### src/rtl/float_mult_pipe_if.sv
// Operand/result handshake bundle for float_mult_pipe.
// master drives operands and out_ready; slave is the multiplier.
interface float_mult_pipe_if #(
    parameter int unsigned EXP_W = 4,
    parameter int unsigned MAN_W = 3
);
    localparam int unsigned W = 1 + EXP_W + MAN_W;

    logic         in_valid;
    logic         in_ready;
    logic [W-1:0] float_a;
    logic [W-1:0] float_b;
    logic         out_valid;
    logic         out_ready;
    logic [W-1:0] product;
    logic         out_ovf;
    logic         out_unf;

    modport master (
        output in_valid, float_a, float_b, out_ready,
        input  in_ready, out_valid, product, out_ovf, out_unf
    );

    modport slave (
        input  in_valid, float_a, float_b, out_ready,
        output in_ready, out_valid, product, out_ovf, out_unf
    );
endinterface

### src/rtl/float_mult_pipe.sv
// Three-stage pipelined minifloat multiplier: unpack, normalise/round (RNE), pack.
// Saturates on overflow, flushes to zero on underflow; one global advance enable.
module float_mult_pipe #(
    parameter int unsigned EXP_W = 4,
    parameter int unsigned MAN_W = 3
) (
    input  logic              clk,
    input  logic              rst,
    float_mult_pipe_if.slave  bus
);
    localparam int unsigned W    = 1 + EXP_W + MAN_W;
    localparam int unsigned EW   = EXP_W + 2;
    localparam int unsigned PW   = 2 * MAN_W + 2;
    localparam int unsigned BIAS = (1 << (EXP_W - 1)) - 1;
    localparam int unsigned EMAX = (1 << EXP_W) - 1;

    localparam logic signed [EW-1:0] EMAX_S = EW'(EMAX);
    localparam logic signed [EW-1:0] EMIN_S = EW'(1);

    logic adv;

    // Stage 1 registers
    logic                 s1_valid;
    logic                 s1_zero;
    logic                 s1_sign;
    logic signed [EW-1:0] s1_exp;
    logic [PW-1:0]        s1_prod;

    // Stage 2 registers
    logic                 s2_valid;
    logic                 s2_zero;
    logic                 s2_sign;
    logic signed [EW-1:0] s2_exp;
    logic [MAN_W-1:0]     s2_man;

    // Unpacked operand fields
    logic             a_sign;
    logic             b_sign;
    logic [EXP_W-1:0] a_exp;
    logic [EXP_W-1:0] b_exp;
    logic [MAN_W-1:0] a_man;
    logic [MAN_W-1:0] b_man;

    logic                 unp_zero;
    logic                 unp_sign;
    logic signed [EW-1:0] unp_exp;
    logic [PW-1:0]        unp_prod;

    logic                 nrm_hi;
    logic [MAN_W-1:0]     nrm_man;
    logic                 nrm_guard;
    logic                 nrm_sticky;
    logic                 nrm_round;
    logic [MAN_W:0]       nrm_sum;
    logic signed [EW-1:0] nrm_exp;
    logic [MAN_W-1:0]     nrm_man_r;

    logic [W-1:0]         pack_prod;
    logic                 pack_ovf;
    logic                 pack_unf;

    assign adv         = !bus.out_valid || bus.out_ready;
    assign bus.in_ready = adv;

    assign {a_sign, a_exp, a_man} = bus.float_a;
    assign {b_sign, b_exp, b_man} = bus.float_b;

    // Unpack: zero detect (denormals count as zero), biased exponent sum, significand product
    always_comb begin
        unp_zero = (a_exp == '0) || (b_exp == '0);
        unp_sign = a_sign ^ b_sign;
        unp_exp  = EW'(a_exp) + EW'(b_exp) - EW'(BIAS);
        unp_prod = PW'({1'b1, a_man}) * PW'({1'b1, b_man});
    end

    // Normalise the 2.x product and round to nearest even
    always_comb begin
        nrm_hi     = s1_prod[PW-1];
        nrm_man    = s1_prod[PW-3:MAN_W];
        nrm_guard  = s1_prod[MAN_W-1];
        nrm_sticky = |s1_prod[MAN_W-2:0];
        if (nrm_hi) begin
            nrm_man    = s1_prod[PW-2:MAN_W+1];
            nrm_guard  = s1_prod[MAN_W];
            nrm_sticky = |s1_prod[MAN_W-1:0];
        end
        nrm_round = nrm_guard && (nrm_sticky || nrm_man[0]);
        nrm_sum   = {1'b0, nrm_man} + (MAN_W+1)'(nrm_round);
        // A carry out of the mantissa leaves it all-zero and bumps the exponent
        nrm_exp   = s1_exp + EW'(nrm_hi) + EW'(nrm_sum[MAN_W]);
        nrm_man_r = nrm_sum[MAN_W-1:0];
    end

    // Pack with saturation and flush-to-zero; bubbles pack to zero
    always_comb begin
        pack_prod = '0;
        pack_ovf  = 1'b0;
        pack_unf  = 1'b0;
        if (!s2_valid || s2_zero) begin
            pack_prod = '0;
        end else if (s2_exp > EMAX_S) begin
            pack_prod = {s2_sign, {(W-1){1'b1}}};
            pack_ovf  = 1'b1;
        end else if (s2_exp < EMIN_S) begin
            pack_unf  = 1'b1;
        end else begin
            pack_prod = {s2_sign, s2_exp[EXP_W-1:0], s2_man};
        end
    end

    // Valid bits and the output register are reset; everything holds when stalled
    always_ff @(posedge clk or posedge rst) begin
        if (rst) begin
            s1_valid      <= 1'b0;
            s2_valid      <= 1'b0;
            bus.out_valid <= 1'b0;
            bus.product   <= '0;
            bus.out_ovf   <= 1'b0;
            bus.out_unf   <= 1'b0;
        end else if (adv) begin
            s1_valid      <= bus.in_valid;
            s2_valid      <= s1_valid;
            bus.out_valid <= s2_valid;
            bus.product   <= pack_prod;
            bus.out_ovf   <= pack_ovf;
            bus.out_unf   <= pack_unf;
        end
    end

    // Non-reset datapath registers
    always_ff @(posedge clk) begin
        if (adv) begin
            s1_zero <= unp_zero;
            s1_sign <= unp_sign;
            s1_exp  <= unp_exp;
            s1_prod <= unp_prod;
            s2_zero <= s1_zero;
            s2_sign <= s1_sign;
            s2_exp  <= nrm_exp;
            s2_man  <= nrm_man_r;
        end
    end
endmodule
### src/flat_wrapper.sv
// flat-port wrapper written by rule: the top's interface ports become plain ports
module float_mult_pipe_flat 
#(
    parameter int unsigned EXP_W = 4,
    parameter int unsigned MAN_W = 3
)
  (clk, rst, bus_in_valid, bus_float_a, bus_float_b, bus_out_ready, bus_in_ready, bus_out_valid, bus_product, bus_out_ovf, bus_out_unf);
  float_mult_pipe_if #(.EXP_W(EXP_W), .MAN_W(MAN_W)) bus_i ();
  input  logic clk;
  input  logic rst;
  input wire logic [$bits(bus_i.in_valid)-1:0] bus_in_valid;
  input wire logic [$bits(bus_i.float_a)-1:0] bus_float_a;
  input wire logic [$bits(bus_i.float_b)-1:0] bus_float_b;
  input wire logic [$bits(bus_i.out_ready)-1:0] bus_out_ready;
  output wire logic [$bits(bus_i.in_ready)-1:0] bus_in_ready;
  output wire logic [$bits(bus_i.out_valid)-1:0] bus_out_valid;
  output wire logic [$bits(bus_i.product)-1:0] bus_product;
  output wire logic [$bits(bus_i.out_ovf)-1:0] bus_out_ovf;
  output wire logic [$bits(bus_i.out_unf)-1:0] bus_out_unf;
  assign bus_i.in_valid = bus_in_valid;
  assign bus_i.float_a = bus_float_a;
  assign bus_i.float_b = bus_float_b;
  assign bus_i.out_ready = bus_out_ready;
  assign bus_in_ready = bus_i.in_ready;
  assign bus_out_valid = bus_i.out_valid;
  assign bus_product = bus_i.product;
  assign bus_out_ovf = bus_i.out_ovf;
  assign bus_out_unf = bus_i.out_unf;
  float_mult_pipe #(.EXP_W(EXP_W), .MAN_W(MAN_W)) u_core (.clk(clk), .rst(rst), .bus(bus_i));
endmodule
### config.mk
export PLATFORM = sky130hd
export DESIGN_NAME = float_mult_pipe_flat
export DESIGN_NICKNAME = d
export VERILOG_FILES = /design/src/rtl/float_mult_pipe_if.sv /design/src/rtl/float_mult_pipe.sv /design/src/flat_wrapper.sv
export SDC_FILE = /design/constraint.sdc
export NUM_CORES = 1
export LEC_CHECK = 0
export CORE_MARGIN = 5
export CORE_UTILIZATION = 35
export DETAILED_ROUTE_END_ITERATION = 8
export PLACE_DENSITY_LB_ADDON = 0.2
export SLEW_MARGIN = 20
export SYNTH_ARGS = -nofsm -noshare
export SYNTH_HDL_FRONTEND = slang
export SYNTH_SLANG_ARGS = --single-unit
### constraint.sdc
create_clock -name clk -period 5.1 [get_ports clk]
set_input_delay 1.02 -clock clk [delete_from_list [all_inputs] [get_ports clk]]
set_output_delay 1.02 -clock clk [all_outputs]
set_load 0.02 [all_outputs]
* Word level (Yosys, flattened, before mapping) *
Index checks and enable logic that the tools add are counted.

cells by class
  add/subtract/negate cells = 5
  multiply operators = 1
  div/mod/pow operators = 0
  magnitude comparators = 2
  eq/ne operators = 0
  shift operators = 0
  multiplexer cells = 11
  bitwise operators = 1
  reduce and logical (&&, ||, !) cells = 11

operator list
  kind                 count
  $mux 8               3
  $add 6x1->6          2
  $logic_not 4->1      2
  $mul 4x4->8          1
  $mux 1               7
  $gt 6x5->1 const B   1
  $lt 6x2->1 const B   1
  $sub 6x3->6 const B  1
  $add 4x4->5          1
  $add 3x1->4          1
  $logic_or 1x1->1     4
  $mux 3               1
  $reduce_or 3->1      1
  $logic_not 1->1      2
  $reduce_or 2->1      1
  $logic_and 1x1->1    1
  $xor 1x1->1          1

word-level totals
  register bits = 40
  bits in latches = 0
  bits in writable memories = 0
  ROM bits = 0
  input bits = 20
  output and inout port bits = 12
  logic and storage cells = 45
  memories = 0

* Depth between registers and ports, before layout *
Gate-level depths: netlist (run 1).

  depth in word-level cells = 6
  gate-level depth with buffers = 10
  depth with buffers taken out = 10

* Worst setup path before layout (run 1) *
No wires, ideal clock.

  path type = input to register
  start point = input port bus_float_a[1]
  end point = register u_core.s1_prod[6], data pin
  setup time = 258 ps
  data arrival time = 2,977 ps
  required time = 4,842 ps
  path slack = 1,866 ps
  cell stages on the path = 9
  buffers on the path = 0
  path through = and2_1 fa_1 fa_1 inv_1 fa_1 nor2b_1 o21ai_0 nand2_1 xnor2_1

on the way
  cells in the longest elaborated chain, start to end = 1

ends and longest elaborated chain
  what                    RTL line                RTL
  start, declared         flat_wrapper.sv:12      input wire logic [$bits(bus_i.float_a)-1:0] bus_float_a;
  $mul 4x4->8             float_mult_pipe.sv:73   unp_prod = PW'({1'b1, a_man}) * PW'({1'b1, b_man});
  net u_core.unp_prod[6]  float_mult_pipe.sv:47   logic [PW-1:0] unp_prod;
  end signal, assigned    float_mult_pipe.sv:136  s1_prod <= unp_prod;
  end, declared           float_mult_pipe.sv:27   logic [PW-1:0] s1_prod;

The timed path passes the listed nets, and every way through them passes these cells.
A chain may end at the register's enable or synchronous reset.

* Worst setup path in the final report (run 1) *
  start point = input port bus_out_ready
  end point = output port bus_in_ready

on the way
  cells in the longest elaborated chain, start to end = 1

ends and longest elaborated chain
  what              RTL line               RTL
  start, declared   flat_wrapper.sv:14     input wire logic [$bits(bus_i.out_ready)-1:0] bus_out_ready;
  $logic_or 1x1->1  float_mult_pipe.sv:62  assign adv = !bus.out_valid || bus.out_ready;
  end, declared     flat_wrapper.sv:15     output wire logic [$bits(bus_i.in_ready)-1:0] bus_in_ready;

Every way passes these cells.

==> reports/results.txt, run 1 <==
Status -> completed
Total grt overflow -> 0
Worst Setup End Kind -> output port
Routed wire length -> 3.32 mm
Diodes inserted -> 0
Top Ports -> 32
Drt pass-1 iters -> 4
Maximum vdd drop -> 0.199 mV
Die Area -> 8120 um2
Clock Pin Slew Worst Setup and Hold Paths -> 70 ps
Clk_lat worst skew -> 280 ps
Vias in the first global route -> 1423
DR top layer -> met4
Routed met3 length -> 168 um
Routed WL per cell -> 11.4 um
Top cells by area, synth -> edfxtp_1 (36%), dfrtp_1 (14%), ha_1 (10%)
Crit-path cells -> clkdlybuf4s50_1 > nor2b_4 > inv_1 > buf_4 > clkdlybuf4s50_1
Max_cap viols -> 0
Initial core utilization -> 0.356
Final RePlAce weighted congestion -> 0.694
Main synth FF type -> edfxtp_1
Worst setup startpoint -> bus_out_ready
Chip height -> 90.1 um
Tot Pwr -> 1.07 mW
1st-iter DRT viols -> 21
CP Class -> input port to output port
Area delta synth->final -> 21.1%
Worst path top cell family by delay -> buffers and inverters
Launching point of the worst reg2reg path -> u_core.s1_prod[7]
Leading area contributor after synthesis -> edfxtp_1
Lkg Pwr -> 1.14 nW
Layout cells sized above 1 -> 0.102
Slew headroom -> 0.681
Worst-path fanout max -> 28
Max incr delay on CP -> 580 ps
CP max stage cell -> clkdlybuf4s50_1
Hold Startpoint -> u_core.s1_sign
Cell Rows -> 29
CTS max path bufs -> 2
Fmax achieved -> 0.268 GHz
CTS sink cnt -> 40
PostCTS Resize Cnt -> 0
Fraction of registers with async set/reset -> 0.325
Wl on met1 -> 1.45 mm
Fillers -> 621
Antenna violations before repair -> 0
Mapped cell area -> 2250 um2
Final TNS setup -> 0 ps
Number of synthesized flops with an enable pin -> 27
Setup violators final -> 0
Final Hold Viols -> 0
Cell mode on critical path -> clkdlybuf4s50_1
Synthesis Warnings -> 0
DR vias -> 1327
Slew @ Worst Pin -> 477 ps
CTS Root Cell -> clkbuf_8
FF+latch count, synth -> 40
Crit start category -> input port
Die X -> 90.1 um
I/O Buffers -> 31
Post-CTS repair timing setup buffer count -> 0
Worst endpoint required time -> 4080 ps
H-tree depth -> 2
Hpwl dp -> 2.73 mm
Top cell type's share of synthesized area -> 0.361
Core Area -> 6310 um2
Largest net degree at the start of global routing -> 29
Wire length on met2 -> 1.64 mm
Pwr/cell area -> 392 nW/um2
Hold-fix buffer count after cts -> 0
Seq/Total Area, Yosys -> 0.506
Mean post-synth cell area -> 12.5 um2
Final worst-path cycle share -> 0.732
Wire length of the first global-routing pass -> 6.02 mm
Total track usage -> 0.0899
Mapped Nets -> 224
CTS tree -> yes
Post-route DRC violation count -> 0
Skew final -> 5.90 ps
Buf/Inv on CP -> 4
Worst Hold Class -> flop to flop
Nets -> 259
Mapped Cells -> 179
Synth cell types -> 38
CP arrival -> 2710 ps
Vias per std cell -> 4.54
Post-route minimum period -> 3730 ps
Final core utilization -> 0.431
Post-route ant nets -> 0
CTS Buf Count -> 5
Max-slew violations -> 0
RSZ-0062 raised after global routing -> no
==> registers in the layout, indices dropped and copies added, names as in the netlist <==
register	count
u_core.bus.out_ovf	1
u_core.bus.out_unf	1
u_core.bus.out_valid	1
u_core.bus.product	8
u_core.s1_exp	6
u_core.s1_prod	8
u_core.s1_sign	1
u_core.s1_valid	1
u_core.s1_zero	1
u_core.s2_exp	6
u_core.s2_man	3
u_core.s2_sign	1
u_core.s2_valid	1
u_core.s2_zero	1
==> cell usage in the layout (no fill, tap or decap), drive strengths merged, types with 2 or more instances in the layout <==
cell type / synthesis / final
and2: 8 / 8
or2: 2 / 2
mux2: 5 / 5
nand2: 9 / 9
clkdlybuf4s50: 0 / 31
ha: 18 / 18
fa: 7 / 7
clkinv: 0 / 3
dfrtp: 13 / 13
clkbuf: 3 / 5
nor3b: 2 / 2
inv: 20 / 20
nor2b: 5 / 5
mux2i: 3 / 3
nor2: 5 / 5
nor3: 3 / 3
a21o: 2 / 2
a21oi: 5 / 5
edfxtp: 27 / 27
xnor2: 12 / 12
o21ai: 8 / 8
xor2: 4 / 4
nand3: 4 / 4
a221o: 3 / 3
==> metrics by stage <==
stage               hold WS (ps)  std cells  area, um2  worst slack (ps)
floorplan                    400        179       2250              1870
global placement             406        284       2640              1300
detailed placement           413        284       2640              1230
CTS                          434        292       2720              1350
global route                 444        292       2720              1290
finish                       429        292       2720              1370
==> power breakdown <==
| group | internal [mW] | leakage, nW | switching, mW |
|---|---|---|---|
| clock network | 0.0927 | 0.0453 | 0.0988 |
| registers | 0.476 | 0.443 | 0.0559 |
| logic | 0.176 | 0.647 | 0.167 |
| total | 0.745 | 1.14 | 0.322 |
==> layout make-up <==
type / instances / area, um2 / area share
clock buffer: 5 / 68.8 / 0.0253
clock inverter: 3 / 13.8 / 0.00506
inverter: 20 / 75.1 / 0.0276
multi-input combinational: 115 / 1010 / 0.372
sequential: 40 / 1140 / 0.418
tap: 77 / 96.3 / 0.0354
timing repair buffer: 32 / 318 / 0.117
==> cell usage after synthesis (5+ instances only) <==
cell type,instances
edfxtp_1,27
inv_1,20
ha_1,18
dfrtp_1,13
xnor2_1,12
nand2_1,9
and2_1,8
fa_1,7
a21oi_1,5
mux2_2,5
nor2_1,5
==> final timing paths <==
path                                               to  slack (ps)  depth (start not counted)
worst max-delay path                     bus_in_ready        1370                          5
worst min-delay path                   u_core.s2_sign         430                          0
worst max register to register       u_core.s2_exp[5]        3030                          8
worst min register to register         u_core.s2_sign         430                          0
max in group asynchronous       u_core.bus.product[1]        3720                          2
min in group asynchronous       u_core.bus.product[7]        1050                          2
==> cells by family after synthesis <==
| kind of cell | share of synthesized area |
|---|---|
| mux | 0.0384 |
| buf+inv | 0.0440 |
| xor+xnor | 0.0624 |
| simple gates | 0.105 |
| compound gates | 0.0813 |
| flops | 0.506 |
| fa+ha+maj | 0.163 |
==> layer usage <==
| metal | global-route usage | vias up |
|---|---|---|
| li1 | - | 694 |
| met4 | 0.0409 | 0 |
| met1 | 0.102 | 601 |
| met2 | 0.155 | 28 |
| met5 | 0 | - |
| met3 | 0.0259 | 4 |
Note: power is estimated with default switching activity, not from simulation.
==> inputs of run 2 (changes only) <==
==> constraint.sdc (replaced) <==
create_clock -name clk -period 3.3 [get_ports clk]
set_input_delay 0.66 -clock clk [delete_from_list [all_inputs] [get_ports clk]]
set_output_delay 0.66 -clock clk [all_outputs]
set_load 0.02 [all_outputs]
==> reports/results.txt, run 2 (synthesis results as in run 1) <==
CP Class -> input port to flop (was input port to output port)
CTS max path bufs -> 2 (unchanged)
Worst setup path end -> u_core.s1_prod[6] (was bus_in_ready)
Crit-path cells -> clkdlybuf4s50_1 > and2_1 > fa_1 > fa_1 > inv_1 > fa_1 > nor2b_1 > o21ai_0 > nand2_1 > xnor2_1 (was clkdlybuf4s50_1 > nor2b_4 > inv_1 > buf_4 > clkdlybuf4s50_1)
Inst Count DP -> 296 (was 284)
FF-to-FF setup slack -> 1220 ps (was 3030 ps)
Setup violators final -> 0 (unchanged)
Pre-CTS setup slack -> -107 ps (was 1230 ps)
Wire length of the first global-routing pass -> 6.27 mm (was 6.02 mm)
Commonest non-fill, non-tap cell in the layout -> clkdlybuf4s50_1 (unchanged)
Worst endpoint required time -> 3340 ps (was 4080 ps)
CP max stage cell -> fa_1 (was clkdlybuf4s50_1)
Vias in the first global route -> 1458 (was 1423)
Chip height -> 90.1 um (unchanged)
CTS Root Cell -> clkbuf_8 (unchanged)
Routed wire length -> 3.39 mm (was 3.32 mm)
Reg2Reg Depth -> 8 (unchanged)
Post-CTS repair timing setup buffer count -> 0 (unchanged)
Worst-path fanout max -> 3 (was 28)
Worst Setup End Kind -> flop (was output port)
Layout cells sized above 1 -> 0.145 (was 0.102)
Launching point of the worst reg2reg path -> u_core.s1_prod[7] (unchanged)
Buf/Inv on CP -> 2 (was 4)
DR vias -> 1373 (was 1327)
Worst path top cell family by delay -> adder cells (was buffers and inverters)
CTS sink cnt -> 40 (unchanged)
RR Endpoint -> u_core.s2_exp[5] (unchanged)
Fmax achieved -> 0.324 GHz
Core Area -> 6310 um2 (unchanged)
Final setup margin -> 218 ps (was 1370 ps)
Worst setup startpoint -> bus_float_b[2] (was bus_out_ready)
Worst Hold Class -> flop to flop (unchanged)
Cell mode on critical path -> fa_1 (was clkdlybuf4s50_1)
Nets -> 271 (was 259)
CTS Buf Count -> 5 (unchanged)
Clock Pin Slew Worst Setup and Hold Paths -> 70 ps (about the same)
Clk_lat worst skew -> 280 ps (about the same)
Tot Pwr -> 1.67 mW (was 1.07 mW)
Max_cap viols -> 0 (unchanged)
Die Area -> 8120 um2 (unchanged)
Lkg Pwr -> 1.19 nW (was 1.14 nW)
Area delta synth->final -> 25.0% (was 21.1%)
RSZ-0062 raised after global routing -> no (unchanged)
Slew headroom -> 0.691 (was 0.681)
Routed WL per cell -> 11.1 um (was 11.4 um)
Post-route DRC violation count -> 0 (unchanged)
Total grt overflow -> 0 (unchanged)
Total track usage -> 0.0923 (was 0.0899)
Antenna violations before repair -> 0 (unchanged)
Max-slew violations -> 0 (unchanged)
H-tree depth -> 2 (unchanged)
Status -> completed (unchanged)
Post-route minimum period -> 3080 ps
Initial core utilization -> 0.356 (unchanged)
Cell Rows -> 29 (unchanged)
Top Ports -> 32 (unchanged)
Crit start category -> input port (unchanged)
Post-route ant nets -> 0 (unchanged)
Slew @ Worst Pin -> 463 ps (was 477 ps)
Die X -> 90.1 um (unchanged)
Final core utilization -> 0.445 (was 0.431)
Maximum vdd drop -> 0.359 mV (was 0.199 mV)
Final Hold Viols -> 0 (unchanged)
Max incr delay on CP -> 540 ps (was 580 ps)
Hpwl dp -> 2.78 mm (was 2.73 mm)
Biggest regs -> u_core.bus.product x8, u_core.s1_prod x8 (unchanged)
Final worst-path cycle share -> 0.934
CP arrival -> 3120 ps (was 2710 ps)
Diodes inserted -> 0 (unchanged)
CTS tree -> yes (unchanged)
I/O Buffers -> 31 (unchanged)
1st-iter DRT viols -> 20 (was 21)
Hold-fix buffer count after cts -> 0 (unchanged)
Pwr/cell area -> 594 nW/um2 (was 392 nW/um2)
Cell depth of the worst setup path -> 10 (was 5)
Drt pass-1 iters -> 4 (unchanged)
Skew final -> 5.28 ps (was 5.90 ps)
Largest net degree at the start of global routing -> 28 (was 29)
WHS -> 430 ps (was 429 ps)
PostCTS Resize Cnt -> 0 (unchanged)
Fillers -> 613 (was 621)
Vias per std cell -> 4.52 (was 4.54)
Non-filler cells, final -> 304 (was 292)
Final RePlAce weighted congestion -> 0.716 (was 0.694)
Most frequent cells in the layout -> clkdlybuf4s50_1 (31), edfxtp_1 (27), inv_1 (20), ha_1 (18) (was clkdlybuf4s50_1 (31), edfxtp_1 (27), inv_1 (20), ha_1 (18), dfrtp_1 (13))
## run 2: report_power, final
| part | internal (mW) | switching [mW] |
|---|---|---|
| clock network | 0.148 | 0.152 |
| registers | 0.735 | 0.0859 |
| logic | 0.286 | 0.261 |
| total | 1.17 | 0.499 |
## run 2: routing by layer
metal / part of all wire / up-vias / GRT usage
met5: 0 / - / 0
met4: 0.015 / 0 / 0.0409
met3: 0.052 / 4 / 0.0259
met2: 0.51 / 30 / 0.161
met1: 0.42 / 624 / 0.104
li1: - / 715 / -
## run 2: worst min path at each step
| stage | start | end | cells after the start |
|---|---|---|---|
| 3_3_place_gp | u_core.s1_zero | u_core.s2_zero | 0 |
| 2_1_floorplan | u_core.s1_sign | u_core.s2_sign | 0 |
| 5_1_grt | u_core.s1_sign | u_core.s2_sign | 0 |
| 3_5_place_dp | u_core.s1_sign | u_core.s2_sign | 0 |
| 4_1_cts | u_core.s1_sign | u_core.s2_sign | 0 |
| 6_report | u_core.s1_sign | u_core.s2_sign | 0 |
## run 2: cell type report
| type | count | area, um2 | area share |
|---|---|---|---|
| flip-flops and latches | 40 | 1140 | 0.405 |
| multi-input cells | 115 | 1010 | 0.360 |
| repair buffers | 44 | 408 | 0.145 |
| well taps | 77 | 96.3 | 0.0343 |
| clock buffers | 7 | 76.3 | 0.0272 |
| inverters | 20 | 75.1 | 0.0267 |
| clock inverters | 1 | 5.00 | 0.00178 |
## run 2: per-stage QoR
| step | area, um2 | setup TNS, ps |
|---|---|---|
| 2_1_floorplan | 2250 | 0 |
| 3_3_place_gp | 2730 | -113 |
| 3_5_place_dp | 2730 | -230 |
| 4_1_cts | 2810 | 0 |
| 5_1_grt | 2810 | 0 |
| 6_report | 2810 | 0 |
